--- config.mk ---
export PLATFORM = sky130hd
export DESIGN_NAME = seaquest_slot_allocator
export DESIGN_NICKNAME = d
export VERILOG_FILES = /design/src/rtl/seaquest_slot_allocator.sv
export SDC_FILE = /design/constraint.sdc
export NUM_CORES = 1
export LEC_CHECK = 0
export CORE_MARGIN = 1.5
export CORE_UTILIZATION = 35
export CTS_CLUSTER_DIAMETER = 100
export DETAILED_ROUTE_END_ITERATION = 16
export GPL_TIMING_DRIVEN = 1
export PLACE_DENSITY = 0.68
export SLEW_MARGIN = 5
export SYNTH_ARGS = -nofsm -noshare
export SYNTH_HDL_FRONTEND = slang
export SYNTH_SLANG_ARGS = --single-unit
--- constraint.sdc ---
create_clock -name clk -period 5.55 [get_ports clk]
set_input_delay 1.665 -clock clk [delete_from_list [all_inputs] [get_ports clk]]
set_output_delay 1.665 -clock clk [all_outputs]
set_load 0.03 [all_outputs]
--- src/rtl/seaquest_slot_allocator.sv ---
// Seaquest object-slot allocator: grants free slot indices to the spawn logic over a req/ack handshake.
// Optional feature macro SLOT_ALLOC_FREE_CHK_EN: sticky err_free flag on illegal frees.
module seaquest_slot_allocator #(
  parameter int SLOTS      = 5,
  parameter int IDX_W      = 3,
  parameter int CNT_W      = 4,
  parameter bit HIGH_FIRST = 1'b0
) (
  input  logic             clk,
  input  logic             rst_n,
  input  logic             alloc_req,
  output logic             alloc_ack,
  output logic             alloc_nack,
  output logic [IDX_W-1:0] alloc_idx,
  input  logic             free_en,
  input  logic [IDX_W-1:0] free_idx,
  input  logic             clear_all,
  output logic [SLOTS-1:0] busy_mask,
  output logic [CNT_W-1:0] free_count,
  output logic             full,
  output logic             empty,
  output logic             err_free
);

  typedef enum logic [1:0] {
    ST_IDLE,
    ST_LOOKUP,
    ST_ACK,
    ST_NACK
  } state_t;

  localparam logic [CNT_W-1:0] SLOTS_CNT = CNT_W'(SLOTS);

  state_t           state;
  state_t           state_next;
  logic [IDX_W-1:0] cand_idx;
  logic [IDX_W-1:0] cand_next;
  logic [SLOTS-1:0] free_onehot;
  logic [SLOTS-1:0] grant_onehot;
  logic [SLOTS-1:0] busy_next;
  logic [CNT_W-1:0] count_next;
  logic             free_ok;
  logic             grant;
  logic             nack_fire;

  assign full  = (free_count == '0);
  assign empty = (free_count == SLOTS_CNT);

  // Free-slot priority encoder over ~busy_mask; the last match in loop order wins.
  always_comb begin
    // NOTE: every always_comb output gets a default first so no path can infer a latch.
    cand_next = '0;
    if (HIGH_FIRST) begin
      for (int i = 0; i < SLOTS; i++) begin
        if (!busy_mask[i]) cand_next = IDX_W'(i);
      end
    end else begin
      for (int i = SLOTS - 1; i >= 0; i--) begin
        if (!busy_mask[i]) cand_next = IDX_W'(i);
      end
    end
  end

  assign grant     = (state == ST_ACK) && !clear_all;
  assign nack_fire = (state == ST_NACK) && !clear_all;

  // Out-of-range free indices decode to an all-zero one-hot, so they never touch the mask.
  always_comb begin
    free_onehot  = '0;
    grant_onehot = '0;
    for (int i = 0; i < SLOTS; i++) begin
      if (free_en && (int'(free_idx) == i)) free_onehot[i] = 1'b1;
      if (grant && (int'(cand_idx) == i))   grant_onehot[i] = 1'b1;
    end
  end

  assign free_ok = |(free_onehot & busy_mask);

  // The granted slot was free at lookup and nothing else can claim it, so free and grant never collide.
  always_comb begin
    busy_next  = (busy_mask & ~free_onehot) | grant_onehot;
    count_next = free_count + CNT_W'(free_ok) - CNT_W'(grant);
    if (clear_all) begin
      busy_next  = '0;
      count_next = SLOTS_CNT;
    end
  end

  always_comb begin
    state_next = state;
    case (state)
      ST_IDLE: begin
        if (alloc_req) state_next = full ? ST_NACK : ST_LOOKUP;
      end
      ST_LOOKUP: state_next = ST_ACK;
      ST_ACK:    state_next = ST_IDLE;
      ST_NACK:   state_next = ST_IDLE;
      default:   state_next = ST_IDLE;
    endcase
    if (clear_all) state_next = ST_IDLE;
  end

  always_ff @(posedge clk or negedge rst_n) begin
    if (!rst_n) begin
      state      <= ST_IDLE;
      cand_idx   <= '0;
      busy_mask  <= '0;
      free_count <= SLOTS_CNT;
      alloc_ack  <= 1'b0;
      alloc_nack <= 1'b0;
      alloc_idx  <= '0;
    end else begin
      // NOTE: non-blocking assignments so every register samples pre-edge values, independent of order.
      state      <= state_next;
      busy_mask  <= busy_next;
      free_count <= count_next;
      alloc_ack  <= grant;
      alloc_nack <= nack_fire;
      if (state == ST_LOOKUP) cand_idx <= cand_next;
      if (grant) alloc_idx <= cand_idx;
    end
  end

`ifdef SLOT_ALLOC_FREE_CHK_EN
  // Any free that does not release a busy slot is an error, even when a clear wins the same edge.
  always_ff @(posedge clk or negedge rst_n) begin
    if (!rst_n) begin
      err_free <= 1'b0;
    end else if (free_en && !free_ok) begin
      err_free <= 1'b1;
    end
  end
`else
  assign err_free = 1'b0;
`endif

endmodule

==> reports/results.ini, run 1 <==
[cts]
cts_resized = 0
cts_hold_buf = 0
insertion_delay_ps = 290
cts_made_buffers = 3
post_cts_buffers = 0
ctsRootBufferMaster = clkbuf_4
cts_tree = done
htreeDepth = 1
cts_num_sinks = 19
clk_pin_slew_ps = 110
clockBufferDepth = 2

[synthesis]
synthSimpleGateAreaFrac_pct = 19.77
async_flop_share_pct = 100.0
synth.area.mux_share_pct = 5.382
yosysSeqAreaShare_pct = 47.81
synth_top_family_by_area = simple AND/OR/NAND/NOR gates
synth_xor_area_share_pct = 0.8761
yosysTopAreaCell = dfrtp_1
synth_compound_area_share_pct = 11.64
syn_inst = 95
synth_fa_ha_area_share_pct = 9.512
synthesis.nets = 110
synth_top_area_share_pct = 42.55
syn_area_sq_um = 999.7
synth.area.top_cells = dfrtp_1 (43%), ha_1 (7.5%), dfstp_2 (5.3%)
synth_cell_types = 33
synth-warning-count = 0
synth_enable_flop_cells = 0
synth-main-ff-cell = dfrtp_1
ys_seq_elements = 19
avgSynthCellArea_sq_um = 10.52

[routing]
wl_per_cell_um = 13.88
routed_wl_um = 2096
drcViolationCount = 0
first_pass_iters = 4
vias = 753
drt_iter0_drc = 10
postRouteAntennaNets = 0
vias_per_cell = 4.987

[floorplanning]
io_pins = 25
die_y_um = 56.45
dieArea_sq_um = 3186
initial_core_util_pct = 36.57
rows = 19
die_w_um = 56.45
core_area_sq_um = 2734

[sta]
fin_skew_ps = 3.963
drv_slew = 0
finalSetupViolations = 0
rsz0062_at_grt = no
tns_ps = 0
period_needed_ps = 3835
fin_crit_sh_pct = 69.10
worstMarginPinSlew_ps = 844.6
slew_headroom_pct = 43.52
max_freq_mhz = 260.7
hold_viol_final = 0

[setup_path]
cp-start-kind = input port
crit_arrival_ps = 4070
cp_slowest_stage_delay_ps = 510
worstPathRequired_ps = 5780
critPathSlowestCell = clkdlybuf4s50_1
cp_max_fo = 3
crit_chain = clkdlybuf4s50_1 -> or3b_2 -> o22ai_1 -> a21oi_1 -> ha_1 -> inv_1 -> ha_1 -> fa_1 -> xnor2_1 -> nand2b_1
crit_path_end_kind = flop
crit_path_frequent_cell = ha_1
critPathKind = input port to flop

[final_layout]
n_antenna_cell = 0
final_layout_size_suffix_gt1_share_pct = 11.67
nNetsFinal = 136
area_delta_synth_final_pct = 28.29
final_util_pct = 46.91

[global_routing]
grt_pass1_vias = 742
grt_util_all_layers_pct = 13.95
overflow = 0
grt_antenna_before_repair = 0
grt_pass1_wl_um = 3456
grt_max_degree = 20

[power_and_ir_drop]
p_total_uw = 314.5
peakVddDrop_uv = 120.4
leakage_nw = 0.5408
power.density_nw_per_um2 = 245.2

[placement]
numPortBuffers = 23
place.gp.congestion = 0.7197
dp_hpwl_um = 1590

[worst_hold_path]
hp-class = flop to flop

[status]
run_status = finished, final reports clean

[run]
max_cap_viol_count = 0

[sequential cells by signal (all words and copies together) (netlist names)]
register	count
free_count	4
alloc_nack	1
busy_mask	5
cand_idx	3
alloc_ack	1
state	2
alloc_idx	3
[critical path: cells and delay by family]
kind | cells | cell delay, ps
buffers and inverters | 2 | 550
XOR/XNOR | 1 | 180
AO/OA/AOI/OAI | 2 | 230
adder cells (fa/ha/maj) | 3 | 880
AND/OR/NAND/NOR | 2 | 570
[cells in the mapped netlist, types with 2 or more instances]
| cell | instances |
|---|---|
| nor2_1 | 3 |
| mux2i_1 | 2 |
| a21oi_1 | 4 |
| mux2_2 | 3 |
| nand2_1 | 8 |
| nand2b_1 | 4 |
| nor3_1 | 2 |
| o21ai_0 | 8 |
| dfstp_2 | 2 |
| nand3b_1 | 2 |
| dfrtp_1 | 17 |
| nand3_1 | 2 |
| nor2b_1 | 5 |
| inv_1 | 9 |
| ha_1 | 6 |
[cells by family (layout without fill, tap and decap cells)]
kind of cell	after synthesis	in the layout
fa+ha+maj	7	7
mux	5	5
compound gates	18	18
xor+xnor	1	1
flops	19	19
buf+inv	11	36
simple gates	33	33
other cells	1	1
[placed cells by master (no fill, tap or decap), types with 2 or more instances in the layout]
master            n
inv_1             9
mux2_2            3
nand3_1           2
nor2b_1           5
a21oi_1           4
nand2b_1          4
o21ai_0           8
nor2_1            3
nor3_1            2
dfrtp_1          17
mux2i_1           2
nand3b_1          2
clkdlybuf4s50_1  23
nand2_1           8
ha_1              6
clkbuf_4          3
dfstp_2           2
[final cells by class]
class | instances | area, sq um
inverters | 9 | 33.78
fillers | 269 | 1451
clock buffers | 4 | 26.28
multi-input cells | 65 | 475.5
well taps | 31 | 38.79
repair buffers | 23 | 230.2
flip-flops and latches | 19 | 478.0
[power by group]
| group | switching, mW | total (mW) | internal, mW |
|---|---|---|---|
| Sequential | 0.00647 | 0.154 | 0.147 |
| Clock | 0.0416 | 0.0695 | 0.0280 |
| Combinational | 0.0503 | 0.0912 | 0.0409 |
| Total | 0.0983 | 0.315 | 0.216 |
[routing by layer]
| layer | routed length [um] | track usage, % |
|---|---|---|
| met1 | 953 | 18.14 |
| met2 | 1034 | 23.59 |
| met3 | 96 | 1.843 |
| met4 | 12 | 5.102 |
| met5 | 0 | 0 |
[per-stage QoR]
stage	area (sq um)	setup slack [ps]	std cells	hold slack, ps
after floorplan	999.7	2087	95	469.7
after global placement	1256	1466	147	502.4
after detailed placement	1256	1383	147	501.6
after CTS	1282	1710	151	516.0
after global routing	1282	1586	151	552.4
final	1282	1715	151	517.2
[final timing paths]
kind                                    from            end  slack (ps)  cells after the start
worst max-delay path                 free_en  free_count[2]        1710                     10
worst min-delay path                state[1]       state[0]         520                      1
worst max register to register  busy_mask[3]  free_count[1]        3470                      8
worst min register to register      state[1]       state[0]         520                      1
max in group asynchronous              rst_n     alloc_nack        3190                      1
min in group asynchronous              rst_n  free_count[3]        1840                      1
No activity file was read; power rests on OpenSTA's default activity.
==> run 2, diff against run 1 <==
--- a/config.mk
+++ b/config.mk
@@ -10,7 +10,7 @@
 export CTS_CLUSTER_DIAMETER = 100
 export DETAILED_ROUTE_END_ITERATION = 16
 export GPL_TIMING_DRIVEN = 1
-export PLACE_DENSITY = 0.68
+export PLACE_DENSITY = 0.7
 export SLEW_MARGIN = 5
 export SYNTH_ARGS = -nofsm -noshare
 export SYNTH_HDL_FRONTEND = slang
==> constraint.sdc (replaced) <==
create_clock -name clk -period 3.25 [get_ports clk]
set_input_delay 0.975 -clock clk [delete_from_list [all_inputs] [get_ports clk]]
set_output_delay 0.975 -clock clk [all_outputs]
set_load 0.03 [all_outputs]
==> reports/results.ini, run 2 (synthesized netlist as in run 1, its figures left out) <==
[status]
run_status = finished, final reports clean

[final_layout]
largest_reg_flops = 5  ; unchanged
n_antenna_cell = 0  ; unchanged
top_register = busy_mask
reg_top3 = busy_mask x5, free_count x4
layout_commonest_cell = clkdlybuf4s50_1
final_util_pct = 48.05  ; +1.1 points
final_layout_size_suffix_gt1_share_pct = 15.32  ; +3.7 points
regArea_sq_um = 478.0  ; unchanged
nNetsFinal = 140  ; +2.9%
multi_input_area_sq_um = 475.5  ; unchanged
area_delta_synth_final_pct = 31.41
nFillCells = 266  ; -1.1%
final_cell_mix = clkdlybuf4s50_1 (23), dfrtp_1 (17), inv_1 (9)

[global_routing]
grt_max_degree = 20  ; unchanged
grt_antenna_before_repair = 0  ; unchanged
grt_pass1_wl_um = 3650  ; +5.6%
grt_util_all_layers_pct = 14.65  ; +0.70 points
overflow = 0  ; unchanged
grt_pass1_vias = 855  ; +15%

[routing]
postRouteAntennaNets = 0  ; unchanged
wl_met3_um = 57  ; -41%
wl_met2_um = 1111  ; +7.4%
drcViolationCount = 0  ; unchanged
drt_iter0_drc = 20  ; +10
dr.max_layer_used = met4
wirelength_met1_um = 870  ; -8.7%
routed_wl_um = 2055  ; -2.0%
vias_per_cell = 5.148  ; +3.2%
first_pass_iters = 4  ; unchanged
vias = 798  ; +6.0%
wl_per_cell_um = 13.26  ; -4.5%

[sta]
slew_headroom_pct = 43.44  ; -0.081 points
worstMarginPinSlew_ps = 845.8  ; +1.207 ps
hold_viol_final = 0  ; unchanged
tns_ps = 0  ; unchanged
rsz0062_at_grt = no
fin_skew_ps = 2.083  ; -1.879 ps
max_freq_mhz = 329.9
finalSetupViolations = 0  ; unchanged
period_needed_ps = 3032
fin_crit_sh_pct = 93.28
worst_hold_slack_ps = 514.9  ; -2.301 ps
drv_slew = 0  ; unchanged

[cts]
insertion_delay_ps = 300  ; about the same
cts_hold_buf = 0  ; unchanged
clockBufferDepth = 2  ; unchanged
cts_tree = done
ctsRootBufferMaster = clkbuf_4
cts_resized = 0  ; unchanged
cts_made_buffers = 3  ; unchanged
clk_pin_slew_ps = 110  ; about the same
htreeDepth = 1  ; unchanged
cts_num_sinks = 19  ; unchanged
post_cts_buffers = 0  ; unchanged

[setup_path]
cp-start-kind = input port
cp_max_fo = 3  ; unchanged
critPathKind = input port to flop
worstPathRequired_ps = 3490  ; -2290 ps
crit_arrival_ps = 3270  ; -800 ps
crit_path_end_kind = flop

[power_and_ir_drop]
p_int_uw = 369.3  ; +71%
leakage_nw = 0.5629  ; +4.1%
power_frac_comb_pct = 29.2  ; +0.2 points
power.switching_uw = 173.9  ; +77%
peakVddDrop_uv = 280.8  ; +130%
netSwitchingFraction_pct = 32.02  ; +0.76 points
share_clk_of_total_power_pct = 22.4  ; +0.3 points
power.density_nw_per_um2 = 413.5  ; +69%
pwr-share-seq_pct = 48.5  ; -0.4 points

[floorplanning]
io_pins = 25  ; unchanged
rows = 19  ; unchanged
die_y_um = 56.45  ; unchanged
initial_core_util_pct = 36.57  ; unchanged
die_w_um = 56.45  ; unchanged
core_area_sq_um = 2734  ; unchanged
dieArea_sq_um = 3186  ; unchanged

[placement]
place.gp.congestion = 0.8242  ; +15%
dp_hpwl_um = 1646  ; +3.5%
numPortBuffers = 23  ; unchanged

[run]
max_cap_viol_count = 0  ; unchanged

[worst_hold_path]
hp-class = flop to flop

==> run 2: cell types whose count changed in the layout (fill, tap and decap cells not counted), sizes merged <==
cell	previous run	this run
buf	0	4
clkinv	0	1
clkbuf	4	3
==> run 2: final timing paths <==
check / start / to / slack (ps) / cells past startpoint
worst min register to register: state[1] / state[1] / 510 / 1
worst max register to register: busy_mask[1] / free_count[1] / 1280 / 8
max in group asynchronous: rst_n / state[0] / 1580 / 1
worst min-delay path: state[1] / state[1] / 510 / 1
worst max-delay path: free_en / free_count[2] / 220 / 10
min in group asynchronous: rst_n / alloc_idx[2] / 1150 / 1
==> run 2: stage by stage <==
step	cell area (sq um)	cells	worst slack (ps)	total power [mW]
floorplan	999.7	95	476.8	0.3618
global placement	1286	151	-28.72	0.4222
detailed placement	1286	151	-104.6	0.4293
CTS	1314	155	227.5	0.5523
global route	1314	155	150.2	0.5779
finish	1314	155	218.4	0.5432
==> run 2: critical path, stage by stage <==
cell and delay (ps):
clkdlybuf4s50_1 500, or3b_2 470, o22ai_1 120, a21oi_1 60, ha_1 280, inv_1 40
ha_1 190, fa_1 380, xnor2_1 180, nand2b_1 70
==> run 2: cell type report <==
cell class	count	share of cell area, %
timing repair buffer	27	19.81
sequential	19	36.38
tap	31	2.952
inverter	9	2.571
multi-input combinational	65	36.19
clock inverter	1	0.3810
clock buffer	3	1.714
==> run 2: power groups by stage <==
stage          clock [mW]  combinational [mW]  sequential [mW]
2_1_floorplan           0              0.0734            0.288
3_3_place_gp            0               0.155            0.267
3_5_place_dp            0               0.161            0.268
4_1_cts             0.127               0.161            0.264
5_1_grt             0.136               0.176            0.266
6_report            0.122               0.158            0.263
==> run 2: routing by layer <==
layer / track usage (%) / vias to the layer above
met5: 0 / -
met4: 4.082 / 0
met3: 2.995 / 2
met2: 26.91 / 18
met1: 17.04 / 398
li1: - / 380
==> run 3, diff against run 2 <==
--- a/config.mk
+++ b/config.mk
@@ -6,11 +6,11 @@
 export NUM_CORES = 1
 export LEC_CHECK = 0
 export CORE_MARGIN = 1.5
-export CORE_UTILIZATION = 35
+export CORE_UTILIZATION = 30
 export CTS_CLUSTER_DIAMETER = 100
 export DETAILED_ROUTE_END_ITERATION = 16
 export GPL_TIMING_DRIVEN = 1
-export PLACE_DENSITY = 0.7
+export PLACE_DENSITY = 0.63
 export SLEW_MARGIN = 5
 export SYNTH_ARGS = -nofsm -noshare
 export SYNTH_HDL_FRONTEND = slang
==> reports/results.ini, run 3 (synthesized netlist as in run 1, its figures left out) <==
[status]
run_status = finished, final reports clean

[placement]
dpl-instance-area_sq_um = 1303  ; +1.3%
dp_hpwl_um = 1614  ; -2.0%
place.gp.congestion = 0.8649  ; +4.9%
numPortBuffers = 23  ; unchanged
post-place-ws_ps = -99.60  ; +5.006 ps

[floorplanning]
io_pins = 25  ; unchanged
die_y_um = 60.73  ; +7.6%
dieArea_sq_um = 3688  ; +16%
rows = 20  ; +1
initial_core_util_pct = 32.22  ; -4.3 points
die_w_um = 60.73  ; +7.6%
core_area_sq_um = 3103  ; +14%

[final_layout]
n_antenna_cell = 0  ; unchanged
final_cell_mix = clkdlybuf4s50_1 (23), dfrtp_1 (17), inv_1 (9)
nFillCells = 327  ; +23%
layout_commonest_cell = clkdlybuf4s50_1
nNetsFinal = 140  ; unchanged
largest_reg_flops = 5  ; unchanged
final_layout_size_suffix_gt1_share_pct = 15.32  ; unchanged
design_area_sq_um = 1330  ; +1.2%
top_register = busy_mask
final_util_pct = 42.86  ; -5.2 points
reg_top3 = busy_mask x5, free_count x4
area_delta_synth_final_pct = 33.04

[sta]
finalSetupViolations = 0  ; unchanged
fin_crit_sh_pct = 93.02  ; -0.26 points
fin_skew_ps = 6.870  ; +4.787 ps
drv_slew = 0  ; unchanged
slew_headroom_pct = 41.85  ; -1.6 points
max_freq_mhz = 330.8  ; +0.28%
tns_ps = 0  ; unchanged
fin_ws_ps = 226.9  ; +8.433 ps
hold_viol_final = 0  ; unchanged
rsz0062_at_grt = no
worstMarginPinSlew_ps = 869.5  ; +23.73 ps
period_needed_ps = 3023  ; -8.433 ps

[cts]
cts_made_buffers = 3  ; unchanged
insertion_delay_ps = 300  ; about the same
post_cts_buffers = 0  ; unchanged
cts_resized = 0  ; unchanged
cts_tree = done
cts_num_sinks = 19  ; unchanged
ctsRootBufferMaster = clkbuf_4
clk_pin_slew_ps = 110  ; about the same
clockBufferDepth = 2  ; unchanged
htreeDepth = 1  ; unchanged
cts_hold_buf = 0  ; unchanged

[routing]
routed_wl_um = 2072  ; +0.83%
first_pass_iters = 4  ; unchanged
wl_per_cell_um = 12.33  ; -7.0%
postRouteAntennaNets = 0  ; unchanged
drt_iter0_drc = 17  ; -15%
vias_per_cell = 4.554  ; -12%
drcViolationCount = 0  ; unchanged
vias = 765  ; -4.1%

[setup_path]
r2r_slack_ps = 1280  ; about the same
cp-start-kind = input port
crit_arrival_ps = 3260  ; about the same
critPathKind = input port to flop
r2r-end = free_count[2]
critPathLaunch = free_en
endpoint = free_count[2]
worstPathRequired_ps = 3490  ; about the same
cp_max_fo = 3  ; unchanged
r2r_cells = 9  ; +1
r2r-start = busy_mask[3]
crit_path_end_kind = flop

[power_and_ir_drop]
leakage_nw = 0.5629  ; unchanged
power.density_nw_per_um2 = 406.8  ; -1.6%
peakVddDrop_uv = 274.1  ; -2.4%
p_total_uw = 541.0  ; -0.40%

[global_routing]
overflow = 0  ; unchanged
grt_max_degree = 20  ; unchanged
grt_pass1_vias = 801  ; -6.3%
grt_pass1_wl_um = 3670  ; +0.55%
grt_antenna_before_repair = 0  ; unchanged
grt_util_all_layers_pct = 13.36  ; -1.3 points

[run]
max_cap_viol_count = 0  ; unchanged

[worst_hold_path]
hp-class = flop to flop

run 3: cell counts in the layout (fill, tap and decap cells not counted):
No cell type changed its count.
run 3: layout make-up:
type	instances	area [sq um]	area share, %
clock buffers	3	22.52	1.693
clock inverters	1	5.005	0.3763
inverters	9	33.78	2.540
multi-input cells	65	475.5	35.75
flip-flops and latches	19	478.0	35.94
well taps	44	55.05	4.139
repair buffers	27	260.3	19.57
run 3: where the power goes:
part           switching (mW)  internal, mW  leakage [nW]  total [mW]
Sequential             0.0109         0.252         0.256       0.263
Clock                  0.0749        0.0458        0.0177       0.121
Combinational          0.0860        0.0719         0.289       0.158
Total                   0.172         0.369         0.563       0.541
run 3: worst max-delay path, cell delays in order:
cell             delay [ps]
clkdlybuf4s50_1         500
or3b_2                  470
o22ai_1                 140
a21oi_1                  60
ha_1                    280
inv_1                    40
ha_1                    190
fa_1                    380
xnor2_1                 160
nand2b_1                 70
run 3: how the worst min path moves through the flow:
stage	from	cells after the start	endpoint
6_report	alloc_idx[2]	1	alloc_idx[2]
2_1_floorplan	state[1]	1	state[1]
3_3_place_gp	state[1]	1	state[0]
3_5_place_dp	alloc_idx[2]	1	alloc_idx[2]
4_1_cts	alloc_idx[2]	1	alloc_idx[2]
5_1_grt	alloc_idx[0]	1	alloc_idx[0]
run 3: layer usage:
metal | vias to the layer above | global-route usage, % | wire length, um
li1 | 383 | - | -
met1 | 367 | 18.05 | 970
met2 | 15 | 21.97 | 1016
met3 | 0 | 4.478 | 85
met4 | 0 | 0.9317 | 0
met5 | - | 0 | 0
run 3: metrics by stage:
| step | instances | hold slack, ps |
|---|---|---|
| 4_1_cts | 168 | 530.1 |
| 6_report | 168 | 519.9 |
| 5_1_grt | 168 | 560.0 |
| 2_1_floorplan | 95 | 469.7 |
| 3_5_place_dp | 164 | 498.3 |
| 3_3_place_gp | 164 | 491.5 |
